### config.mk
export PLATFORM = sky130hd
export DESIGN_NAME = exec_control_fsm
export DESIGN_NICKNAME = d
export VERILOG_FILES = /design/src/rtl/exec_control_fsm.sv
export SDC_FILE = /design/constraint.sdc
export NUM_CORES = 1
export LEC_CHECK = 0
export CORE_ASPECT_RATIO = 0.5
export CORE_MARGIN = 2
export CORE_UTILIZATION = 40
export DETAILED_ROUTE_END_ITERATION = 8
export PLACE_DENSITY = 0.8
export SYNTH_ARGS = -nofsm -noshare
export SYNTH_HDL_FRONTEND = slang
export SYNTH_SLANG_ARGS = --single-unit
### constraint.sdc
create_clock -name clk -period 1.55 [get_ports clk]
set_input_delay 0.155 -clock clk [delete_from_list [all_inputs] [get_ports clk]]
set_output_delay 0.155 -clock clk [all_outputs]
set_load 0.01 [all_outputs]
### src/rtl/exec_control_fsm.sv
// ---------------------------------------------------------------------------
// exec_control_fsm -- execute-stage controller for the VanilaCore pipeline.
//
// Decodes the instruction presented on decode_bus when execute is high and
// the controller is idle. It drives the datapath selects, register-file and
// CSR write strobes, jump/branch enables, the load/store bus handshake and
// precise trap reporting. A bus access that does not complete within
// MEM_TIMEOUT cycles raises an access-fault trap.
//
// Ports
//   clk, rst          clock, synchronous active-high reset
//   execute           decoded instruction valid (sampled only in IDLE)
//   decode_bus        opcode / funct3 / rs1 / i_imm
//   busy              multi-cycle (memory) instruction in progress
//   sr2_src           ALU operand-2 select
//   regfile_src       write-back select
//   jmp_target_src    jump target select
//   regfile_wr        register-file write strobe
//   jump              JAL/JALR strobe
//   enable_branch     BRANCH strobe
//   imm_t             OP_IMM flag
//   memory_operation  current bus operation
//   cyc, ack          bus request / bus accepted
//   data_valid        load data present
//   csr_op, csr_wr    CSR operation (funct3) and CSR write strobe
//   trap, trap_cause  trap strobe and mcause code
// ---------------------------------------------------------------------------
package global_pkg;

    localparam logic [6:0] OP_IMM = 7'b0010011;
    localparam logic [6:0] OP     = 7'b0110011;
    localparam logic [6:0] LUI    = 7'b0110111;
    localparam logic [6:0] AUIPC  = 7'b0010111;
    localparam logic [6:0] JAL    = 7'b1101111;
    localparam logic [6:0] JALR   = 7'b1100111;
    localparam logic [6:0] BRANCH = 7'b1100011;
    localparam logic [6:0] LOAD   = 7'b0000011;
    localparam logic [6:0] STORE  = 7'b0100011;
    localparam logic [6:0] SYSTEM = 7'b1110011;

    typedef struct packed {
        logic [6:0]  opcode;
        logic [2:0]  funct3;
        logic [4:0]  rs1;
        logic [11:0] i_imm;
    } decode;

    typedef enum logic {I_IMM_SRC, REG_SRC} sr2_src_t;

    typedef enum logic [2:0] {
        ALU_INPUT, U_IMM_SRC, AUIPC_SRC, PC_SRC, LOAD_SRC, CSR_SRC
    } regfile_src_t;

    typedef enum logic [1:0] {J_IMM, I_IMM, B_IMM} jmp_target_src_t;

    typedef enum logic [1:0] {MEM_NONE, LOAD_DATA, STORE_DATA} memory_operation_t;

endpackage

// state    | meaning
// ---------+--------------------------------------------------------------
// IDLE     | accepts execute; single-cycle instructions complete here
// MEM_REQ  | cyc held high, waiting for ack (load or store)
// MEM_WAIT | load accepted, waiting for data_valid
module exec_control_fsm
    import global_pkg::*;
#(
    parameter int unsigned MEM_TIMEOUT = 255,
    parameter int unsigned TIMEOUT_W   = $clog2(MEM_TIMEOUT + 1),
    parameter bit          ENABLE_CSR  = 1'b1
) (
    input  logic              clk,
    input  logic              rst,
    input  logic              execute,
    input  decode             decode_bus,
    output logic              busy,
    output sr2_src_t          sr2_src,
    output regfile_src_t      regfile_src,
    output jmp_target_src_t   jmp_target_src,
    output logic              regfile_wr,
    output logic              jump,
    output logic              enable_branch,
    output logic              imm_t,
    output memory_operation_t memory_operation,
    output logic              cyc,
    input  logic              ack,
    input  logic              data_valid,
    output logic [2:0]        csr_op,
    output logic              csr_wr,
    output logic              trap,
    output logic [3:0]        trap_cause
);

    typedef enum logic [1:0] {IDLE, MEM_REQ, MEM_WAIT} state_t;

    // A zero-width counter is not legal, so MEM_TIMEOUT=0 keeps one dummy bit.
    localparam int CNT_W = (TIMEOUT_W == 0) ? 1 : int'(TIMEOUT_W);
    localparam logic [CNT_W-1:0] CNT_MAX  = CNT_W'(MEM_TIMEOUT);
    localparam logic [CNT_W-1:0] CNT_LAST = (MEM_TIMEOUT == 0) ? '0 : CNT_W'(MEM_TIMEOUT - 1);

    state_t           state_q;
    logic [CNT_W-1:0] cnt_q;
    logic [CNT_W-1:0] cnt_d;
    logic             timeout_hit;

    // The counter saturates so a load whose ack lands on the last allowed
    // cycle still times out in MEM_WAIT instead of wrapping.
    assign cnt_d       = (cnt_q == CNT_MAX) ? cnt_q : cnt_q + 1'b1;
    // True on the edge that would complete the MEM_TIMEOUT-th counted cycle.
    assign timeout_hit = (MEM_TIMEOUT != 0) && (cnt_q >= CNT_LAST);

    always_ff @(posedge clk) begin
        if (rst) begin
            state_q          <= IDLE;
            cnt_q            <= '0;
            busy             <= 1'b0;
            cyc              <= 1'b0;
            memory_operation <= MEM_NONE;
            sr2_src          <= I_IMM_SRC;
            regfile_src      <= ALU_INPUT;
            jmp_target_src   <= J_IMM;
            imm_t            <= 1'b0;
            csr_op           <= 3'd0;
            regfile_wr       <= 1'b0;
            jump             <= 1'b0;
            enable_branch    <= 1'b0;
            csr_wr           <= 1'b0;
            trap             <= 1'b0;
            trap_cause       <= 4'd0;
        end else begin
            regfile_wr    <= 1'b0;
            jump          <= 1'b0;
            enable_branch <= 1'b0;
            csr_wr        <= 1'b0;
            trap          <= 1'b0;
            trap_cause    <= 4'd0;

            case (state_q)
                IDLE: begin
                    cnt_q            <= '0;
                    busy             <= 1'b0;
                    cyc              <= 1'b0;
                    memory_operation <= MEM_NONE;
                    sr2_src          <= I_IMM_SRC;
                    regfile_src      <= ALU_INPUT;
                    jmp_target_src   <= J_IMM;
                    imm_t            <= 1'b0;
                    csr_op           <= 3'd0;
                    if (execute) begin
                        case (decode_bus.opcode)
                            OP_IMM: begin
                                imm_t      <= 1'b1;
                                regfile_wr <= 1'b1;
                            end
                            OP: begin
                                sr2_src    <= REG_SRC;
                                regfile_wr <= 1'b1;
                            end
                            LUI: begin
                                regfile_src <= U_IMM_SRC;
                                regfile_wr  <= 1'b1;
                            end
                            AUIPC: begin
                                regfile_src <= AUIPC_SRC;
                                regfile_wr  <= 1'b1;
                            end
                            JAL: begin
                                regfile_src <= PC_SRC;
                                jump        <= 1'b1;
                                regfile_wr  <= 1'b1;
                            end
                            JALR: begin
                                regfile_src    <= PC_SRC;
                                jmp_target_src <= I_IMM;
                                jump           <= 1'b1;
                                regfile_wr     <= 1'b1;
                            end
                            BRANCH: begin
                                jmp_target_src <= B_IMM;
                                enable_branch  <= 1'b1;
                            end
                            SYSTEM: begin
                                if (decode_bus.funct3 == 3'b000) begin
                                    trap <= 1'b1;
                                    if (decode_bus.i_imm == 12'd0)      trap_cause <= 4'd11;
                                    else if (decode_bus.i_imm == 12'd1) trap_cause <= 4'd3;
                                    else                                trap_cause <= 4'd2;
                                end else if (decode_bus.funct3 == 3'b100 || !ENABLE_CSR) begin
                                    trap       <= 1'b1;
                                    trap_cause <= 4'd2;
                                end else begin
                                    csr_op      <= decode_bus.funct3;
                                    regfile_src <= CSR_SRC;
                                    regfile_wr  <= 1'b1;
                                    // funct3[1] marks the set/clear forms; rs1=0 makes them read-only.
                                    csr_wr      <= !(decode_bus.funct3[1] && (decode_bus.rs1 == 5'd0));
                                end
                            end
                            LOAD: begin
                                memory_operation <= LOAD_DATA;
                                regfile_src      <= LOAD_SRC;
                                busy             <= 1'b1;
                                cyc              <= 1'b1;
                                state_q          <= MEM_REQ;
                            end
                            STORE: begin
                                memory_operation <= STORE_DATA;
                                busy             <= 1'b1;
                                cyc              <= 1'b1;
                                state_q          <= MEM_REQ;
                            end
                            default: begin
                                trap       <= 1'b1;
                                trap_cause <= 4'd2;
                            end
                        endcase
                    end
                end

                MEM_REQ: begin
                    cnt_q <= cnt_d;
                    if (ack) begin
                        cyc <= 1'b0;
                        if (memory_operation == STORE_DATA) begin
                            busy             <= 1'b0;
                            memory_operation <= MEM_NONE;
                            state_q          <= IDLE;
                        end else begin
                            state_q <= MEM_WAIT;
                        end
                    end else if (timeout_hit) begin
                        cyc              <= 1'b0;
                        busy             <= 1'b0;
                        trap             <= 1'b1;
                        trap_cause       <= (memory_operation == STORE_DATA) ? 4'd7 : 4'd5;
                        memory_operation <= MEM_NONE;
                        regfile_src      <= ALU_INPUT;
                        state_q          <= IDLE;
                    end
                end

                MEM_WAIT: begin
                    cnt_q <= cnt_d;
                    if (data_valid) begin
                        regfile_wr       <= 1'b1;
                        busy             <= 1'b0;
                        memory_operation <= MEM_NONE;
                        state_q          <= IDLE;
                    end else if (timeout_hit) begin
                        busy             <= 1'b0;
                        trap             <= 1'b1;
                        trap_cause       <= 4'd5;
                        memory_operation <= MEM_NONE;
                        regfile_src      <= ALU_INPUT;
                        state_q          <= IDLE;
                    end
                end

                default: state_q <= IDLE;
            endcase
        end
    end

endmodule

==> impl_metrics.tcl, run 1 <==
set metrics [dict create \
    status "finished, violations left" \
    violations "setup timing" \
    grt_pass1_vias 1905 \
    synth_edf_count 0 \
    core_area_um2 3960 \
    antenna_found_initial 0 \
    cp_cell_sequence "inv_4 -> ha_4 -> nand4_1 -> buf_4 -> o221ai_2 -> xor2_1 -> nor2_1" \
    drtIter0Drc 126 \
    slew_viol_final 0 \
    p_leak_nw 1.11 \
    io_pins 55 \
    path_clk_slew_ns 0.07 \
    fin_ws_ns -0.101 \
    hold_viol 0 \
    vias 1970 \
    multi_input_area_um2 1090 \
    start_util 0.426 \
    place_congestion 0.918 \
    syn_area_um2 1690 \
    path_max_fanout 7 \
    syn_to_final_growth_pct 70.7 \
    cts_root_buf "clkbuf_8" \
    dieWidth_um 95.8 \
    synth_largest_area_cell "dfxtp_1" \
    first_pass_iters 4 \
    cts.sinks 33 \
    final_nets 332 \
    syn_avg_cell_area_um2 8.83 \
    drt_wl_total_mm 5.88 \
    setup.worst_path.start_class "flip-flop" \
    synth.most_common_cell "dfxtp_1" \
    via_per_inst 5.64 \
    finalSetupTns_ns -0.346 \
    max_freq_mhz 606 \
    num_antenna_cells 0 \
    power_mw 2.69 \
    p_per_area_nw_per_um2 936 \
    stdcell_count 349 \
    cp-end-kind "flip-flop" \
    fp-row-count 16 \
    die_area_um2 4780 \
    grt_usage 0.246 \
    cts_tree "done" \
    hpwl_mm 4.21 \
    grt_max_degree 12 \
    fin_crit_sh 1.06 \
    cts_hold_buf 0 \
    synth_cell_types 53 \
    design_area_um2 2880 \
    setup_viol 7 \
    synthTopCellsByArea "dfxtp_1, ha_1, nand3_1, nand2_1, a22o_1" \
    ant_nets 0 \
    synth.yosys.seq_area_share 0.392 \
    worst_hold_slack_ns 0.378 \
    dp.cells 336 \
    cap_violations 0 \
    critical_path_class "flip-flop to flip-flop" \
    netlist_instances 191 \
    fin_util 0.726 \
    cts_made_buffers 5 \
    drc_errors 0 \
    layout.area.seq_um2 671 \
    vdd_drop_max_mv 0.904 \
    slowest_stage "dfxtp_4" \
    max_slew_margin 0.627 \
    tightestPinTransition_ns 0.558 \
    placed_cell_area_um2 2600 \
    die_h_um 49.9 \
    skew_ns 0.00607 \
    crit_path_max_incr_delay_ns 0.37 \
    critPathArrivalTime_ns 1.82 \
    clock_latency_ns 0.30 \
    fillCellCount 276 \
    synth_top_area_frac 0.392 \
    htree_levels 2 \
    synth-main-ff-cell "dfxtp_1" \
    ys_warn_count 0 \
    overflow 0 \
    post-place-ws_ns -0.187 \
    synth-async-reset-ratio 0 \
    hold_path.class "input pin to flip-flop" \
    grt_pass1_wl_mm 8.80 \
    ys_ff_latch 33 \
    layout_min_cycle_time_ns 1.65 \
    netlist_top_cells_count "dfxtp_1, nand2_1, nand3_1" \
    critPathRequiredTime_ns 1.72 \
    wl_per_cell_um 16.9 \
    drive_above_1_share 0.305 \
    synthesis.nets 229 \
    rsz0062_at_grt "yes" \
    portBuffers 54 \
    clock_path_buffers 2 \
]
-- cells in the final DEF, fill, tap and decap left out, types with 4 or more instances in the layout --
| cell | Yosys | layout |
|---|---|---|
| or4_1 | 5 | 5 |
| inv_1 | 9 | 6 |
| nand2b_1 | 5 | 5 |
| nor3_1 | 4 | 4 |
| nor2_1 | 10 | 10 |
| a22o_1 | 5 | 5 |
| clkdlybuf4s50_1 | 0 | 54 |
| a21oi_1 | 7 | 4 |
| a32o_1 | 4 | 4 |
| clkbuf_8 | 0 | 6 |
| buf_4 | 0 | 47 |
| dfxtp_1 | 33 | 29 |
| o21ai_0 | 6 | 6 |
| nand2_1 | 14 | 14 |
| ha_1 | 6 | 4 |
| nand3_1 | 11 | 11 |
-- worst max-delay path, delay by kind of cell (launching register included) --
family / cells / cell delay [ns]
buffers and inverters: 2 / 0.25
AO/OA/AOI/OAI: 1 / 0.17
adder cells (fa/ha/maj): 1 / 0.31
XOR/XNOR: 1 / 0.18
AND/OR/NAND/NOR: 2 / 0.25
flip-flops: 1 / 0.37
-- path summary, 6_finish.rpt --
| kind | start | endpoint | slack [ns] | depth (start not counted) |
|---|---|---|---|---|
| max | state_q[1] | cnt_q[2] | -0.10 | 7 |
| min | decode_bus[0] | trap_cause[3] | 0.38 | 2 |
| min reg2reg | regfile_src[2] | regfile_src[2] | 0.46 | 1 |
| max reg2reg | state_q[1] | cnt_q[2] | -0.10 | 7 |
-- state kept, by name, summed over array words and instances (netlist names) --
| name | cells |
|---|---|
| cyc | 1 |
| csr_wr | 1 |
| csr_op | 3 |
| enable_branch | 1 |
| jump | 1 |
| state_q | 2 |
| memory_operation | 2 |
| regfile_wr | 1 |
| jmp_target_src | 2 |
| busy | 1 |
| trap_cause | 4 |
| trap | 1 |
| imm_t | 1 |
| sr2_src | 1 |
| regfile_src | 3 |
| cnt_q | 8 |
-- cell type report --
type / instances / share of cell area
clock buffer: 7 / 0.0300
clock inverter: 1 / 0.0104
inverter: 10 / 0.0139
multi-input combinational: 143 / 0.379
sequential: 33 / 0.233
tap: 54 / 0.0235
timing repair buffer: 101 / 0.310
-- cells by family after synthesis --
group	count (synthesis)	synth area share
AND/OR/NAND/NOR	78	0.269
AO/OA/AOI/OAI	58	0.251
flip-flops	33	0.392
buffers and inverters	15	0.0386
adder cells (fa/ha/maj)	6	0.0445
XOR/XNOR	1	0.00519
-- per-layer routing --
metal / track usage / vias up / share of wire
met1: 0.289 / 924 / 0.41
li1: - / 941 / -
met4: 0.105 / 0 / 0.019
met5: 0 / - / 0
met3: 0.0657 / 16 / 0.072
met2: 0.423 / 89 / 0.49
-- report_power, final --
part           internal, mW  total, mW  switching (mW)
Clock                 0.524      0.866           0.342
Sequential            0.876      0.897          0.0205
Combinational         0.468      0.931           0.463
-- repair_timing --
| action | in CTS | in global routing |
|---|---|---|
| gates resized for setup | 14 | 13 |
| pin swaps | 9 | 5 |
| endpoints found under the setup margin | 7 | 17 |
| setup buffers | 2 | 3 |
| endpoints found under the hold margin | 0 | 0 |
Note: power is estimated with default switching activity, not from simulation.
==> inputs of run 2 (changes only) <==
--- a/config.mk
+++ b/config.mk
@@ -10,6 +10,7 @@
 export CORE_UTILIZATION = 40
 export DETAILED_ROUTE_END_ITERATION = 8
 export PLACE_DENSITY = 0.8
+export SLEW_MARGIN = 25
 export SYNTH_ARGS = -nofsm -noshare
 export SYNTH_HDL_FRONTEND = slang
 export SYNTH_SLANG_ARGS = --single-unit
==> results of run 2 <==
Final layout, timing and power as in run 1 (identical DEF).
==> inputs of run 3 (changes only) <==
--- a/config.mk
+++ b/config.mk
@@ -7,9 +7,9 @@
 export LEC_CHECK = 0
 export CORE_ASPECT_RATIO = 0.5
 export CORE_MARGIN = 2
-export CORE_UTILIZATION = 40
+export CORE_UTILIZATION = 35
 export DETAILED_ROUTE_END_ITERATION = 8
-export PLACE_DENSITY = 0.8
+export PLACE_DENSITY = 0.72
 export SLEW_MARGIN = 25
 export SYNTH_ARGS = -nofsm -noshare
 export SYNTH_HDL_FRONTEND = slang
==> run 3 against run 2 <==
The flow still finishes with violations (setup timing); sequential share of layout area down 0.31 points; cell area up 0.96%; utilization down 8.2 points; non-clock buffer count unchanged; register-to-register slack about the same; clock skew up 0.0083 ns; worst hold slack better by 0.030 ns; cell count up 3.4%; worst setup slack worse by 0.0019 ns; largest power group unchanged.
==> impl_metrics.tcl, run 3 (synthesized netlist as in run 1, its figures left out) <==
set metrics [dict create \
    rr_worst_depth 6 \
    dieWidth_um 102 \
    tightestPinTransition_ns 0.457 \
    cts_root_buf "clkbuf_8" \
    hold_path.class "input pin to flip-flop" \
    die_area_um2 5420 \
    fp-row-count 17 \
    worst-path-buf-inv 2 \
    drt_wl_total_mm 6.04 \
    reg2reg_from "state_q[0]" \
    slew_viol_final 0 \
    design_area_um2 2910 \
    max_slew_margin 0.694 \
    cap_violations 0 \
    path_clk_slew_ns 0.07 \
    vias 2010 \
    critical_path.endpoint "cnt_q[6]" \
    rr_endpoint "cnt_q[6]" \
    p_per_area_nw_per_um2 874 \
    antenna_found_initial 0 \
    reg2reg_setup_slack_ns -0.10 \
    die_h_um 53.1 \
    cts.sinks 33 \
    ant_nets 0 \
    layout_commonest_cell "clkdlybuf4s50_1" \
    wl_per_cell_um 16.7 \
    skew_ns 0.0144 \
    fin_ws_ns -0.103 \
    drc_errors 0 \
    worst_hold_slack_ns 0.408 \
    fin_crit_sh 1.07 \
    critPathArrivalTime_ns 1.87 \
    hpwl_mm 4.30 \
    grt_pass1_vias 1929 \
    drtIter0Drc 141 \
    drive_above_1_share 0.315 \
    slowest_stage "or4_1" \
    grt_max_degree 12 \
    portBuffers 54 \
    layout_common_cells "clkdlybuf4s50_1, buf_4, dfxtp_1" \
    status "finished, violations left" \
    rsz0062_at_grt "yes" \
    critPathRequiredTime_ns 1.77 \
    critical_path_class "flip-flop to flip-flop" \
    crit_cells 6 \
    num_antenna_cells 0 \
    clock_path_buffers 2 \
    start_util 0.374 \
    place_congestion 0.855 \
    top_regs "cnt_q (8), trap_cause (4)" \
    cp_cell_sequence "inv_4 -> buf_6 -> ha_4 -> and4_4 -> or4_1 -> a21oi_1" \
    top_register "cnt_q" \
    hold_path.startpoint "decode_bus[0]" \
    htree_levels 2 \
    syn_to_final_growth_pct 72.3 \
    via_per_inst 5.57 \
    first_pass_iters 5 \
    crit_family "simple AND/OR/NAND/NOR gates" \
    fin_util 0.645 \
    layout_min_cycle_time_ns 1.65 \
    path_max_fanout 8 \
    overflow 0 \
    vdd_drop_max_mv 0.362 \
    setup_viol 7 \
    final_nets 332 \
    grt_usage 0.215 \
    clock_latency_ns 0.30 \
    p_leak_nw 1.10 \
    max_freq_mhz 605 \
    io_pins 55 \
    hold_viol 0 \
    cts_made_buffers 5 \
    startpoint "state_q[0]" \
    placed_cell_area_um2 2600 \
    grt_pass1_wl_mm 8.88 \
    setup.worst_path.start_class "flip-flop" \
    core_area_um2 4510 \
    violations "setup timing" \
    largest_reg_flops 8 \
    cts_tree "done" \
    cp-end-kind "flip-flop" \
    crit_path_max_incr_delay_ns 0.46 \
]
## run 3: area by class of cell
cell class | count | area [um2]
Timing Repair Buffer | 101 | 897
Inverter | 10 | 40.0
Clock inverter | 2 | 10.0
Multi-Input combinational cell | 143 | 1140
Fill cell | 365 | 1600
Tap cell | 66 | 82.6
Sequential cell | 33 | 668
Clock buffer | 6 | 72.6
## run 3: worst min path at each step
stage,end,slack (ns),cells past startpoint
2_1_floorplan,trap_cause[3],0.23,1
3_3_place_gp,jmp_target_src[1],0.44,1
3_5_place_dp,regfile_src[2],0.45,1
4_1_cts,trap_cause[3],0.42,2
5_1_grt,trap_cause[3],0.43,2
6_report,trap_cause[3],0.41,2
## run 3: report_power, final
| part | leakage (nW) | total, mW | internal [mW] | switching [mW] |
|---|---|---|---|---|
| Clock | 0.0450 | 0.640 | 0.311 | 0.329 |
| Combinational | 0.791 | 0.990 | 0.501 | 0.489 |
| Sequential | 0.269 | 0.910 | 0.883 | 0.0270 |
## run 3: layer usage
| metal | vias to the layer above | global-route usage | part of all wire |
|---|---|---|---|
| li1 | 939 | - | - |
| met1 | 950 | 0.260 | 0.41 |
| met2 | 102 | 0.387 | 0.51 |
| met3 | 19 | 0.0436 | 0.069 |
| met4 | 0 | 0.0689 | 0.016 |
| met5 | - | 0 | 0 |
## run 3: per-stage QoR
stage          total power, mW  TNS, ns  instances  setup slack [ns]
6_report                  2.54   -0.310        361            -0.103
5_1_grt                   2.65    -1.01        361            -0.144
4_1_cts                   2.40   -0.156        360           -0.0823
3_5_place_dp              1.68    -2.67        345            -0.192
3_3_place_gp              1.66    -1.57        345            -0.139
2_1_floorplan             1.31        0        191           0.00750
## run 3: timing repair
item,4_1_cts,5_1_grt
setup buffers,8,1
cloned,0,0
endpoints found under the setup margin,10,20
pin swaps,4,13
hold buffers,0,0
gates resized for setup,13,25
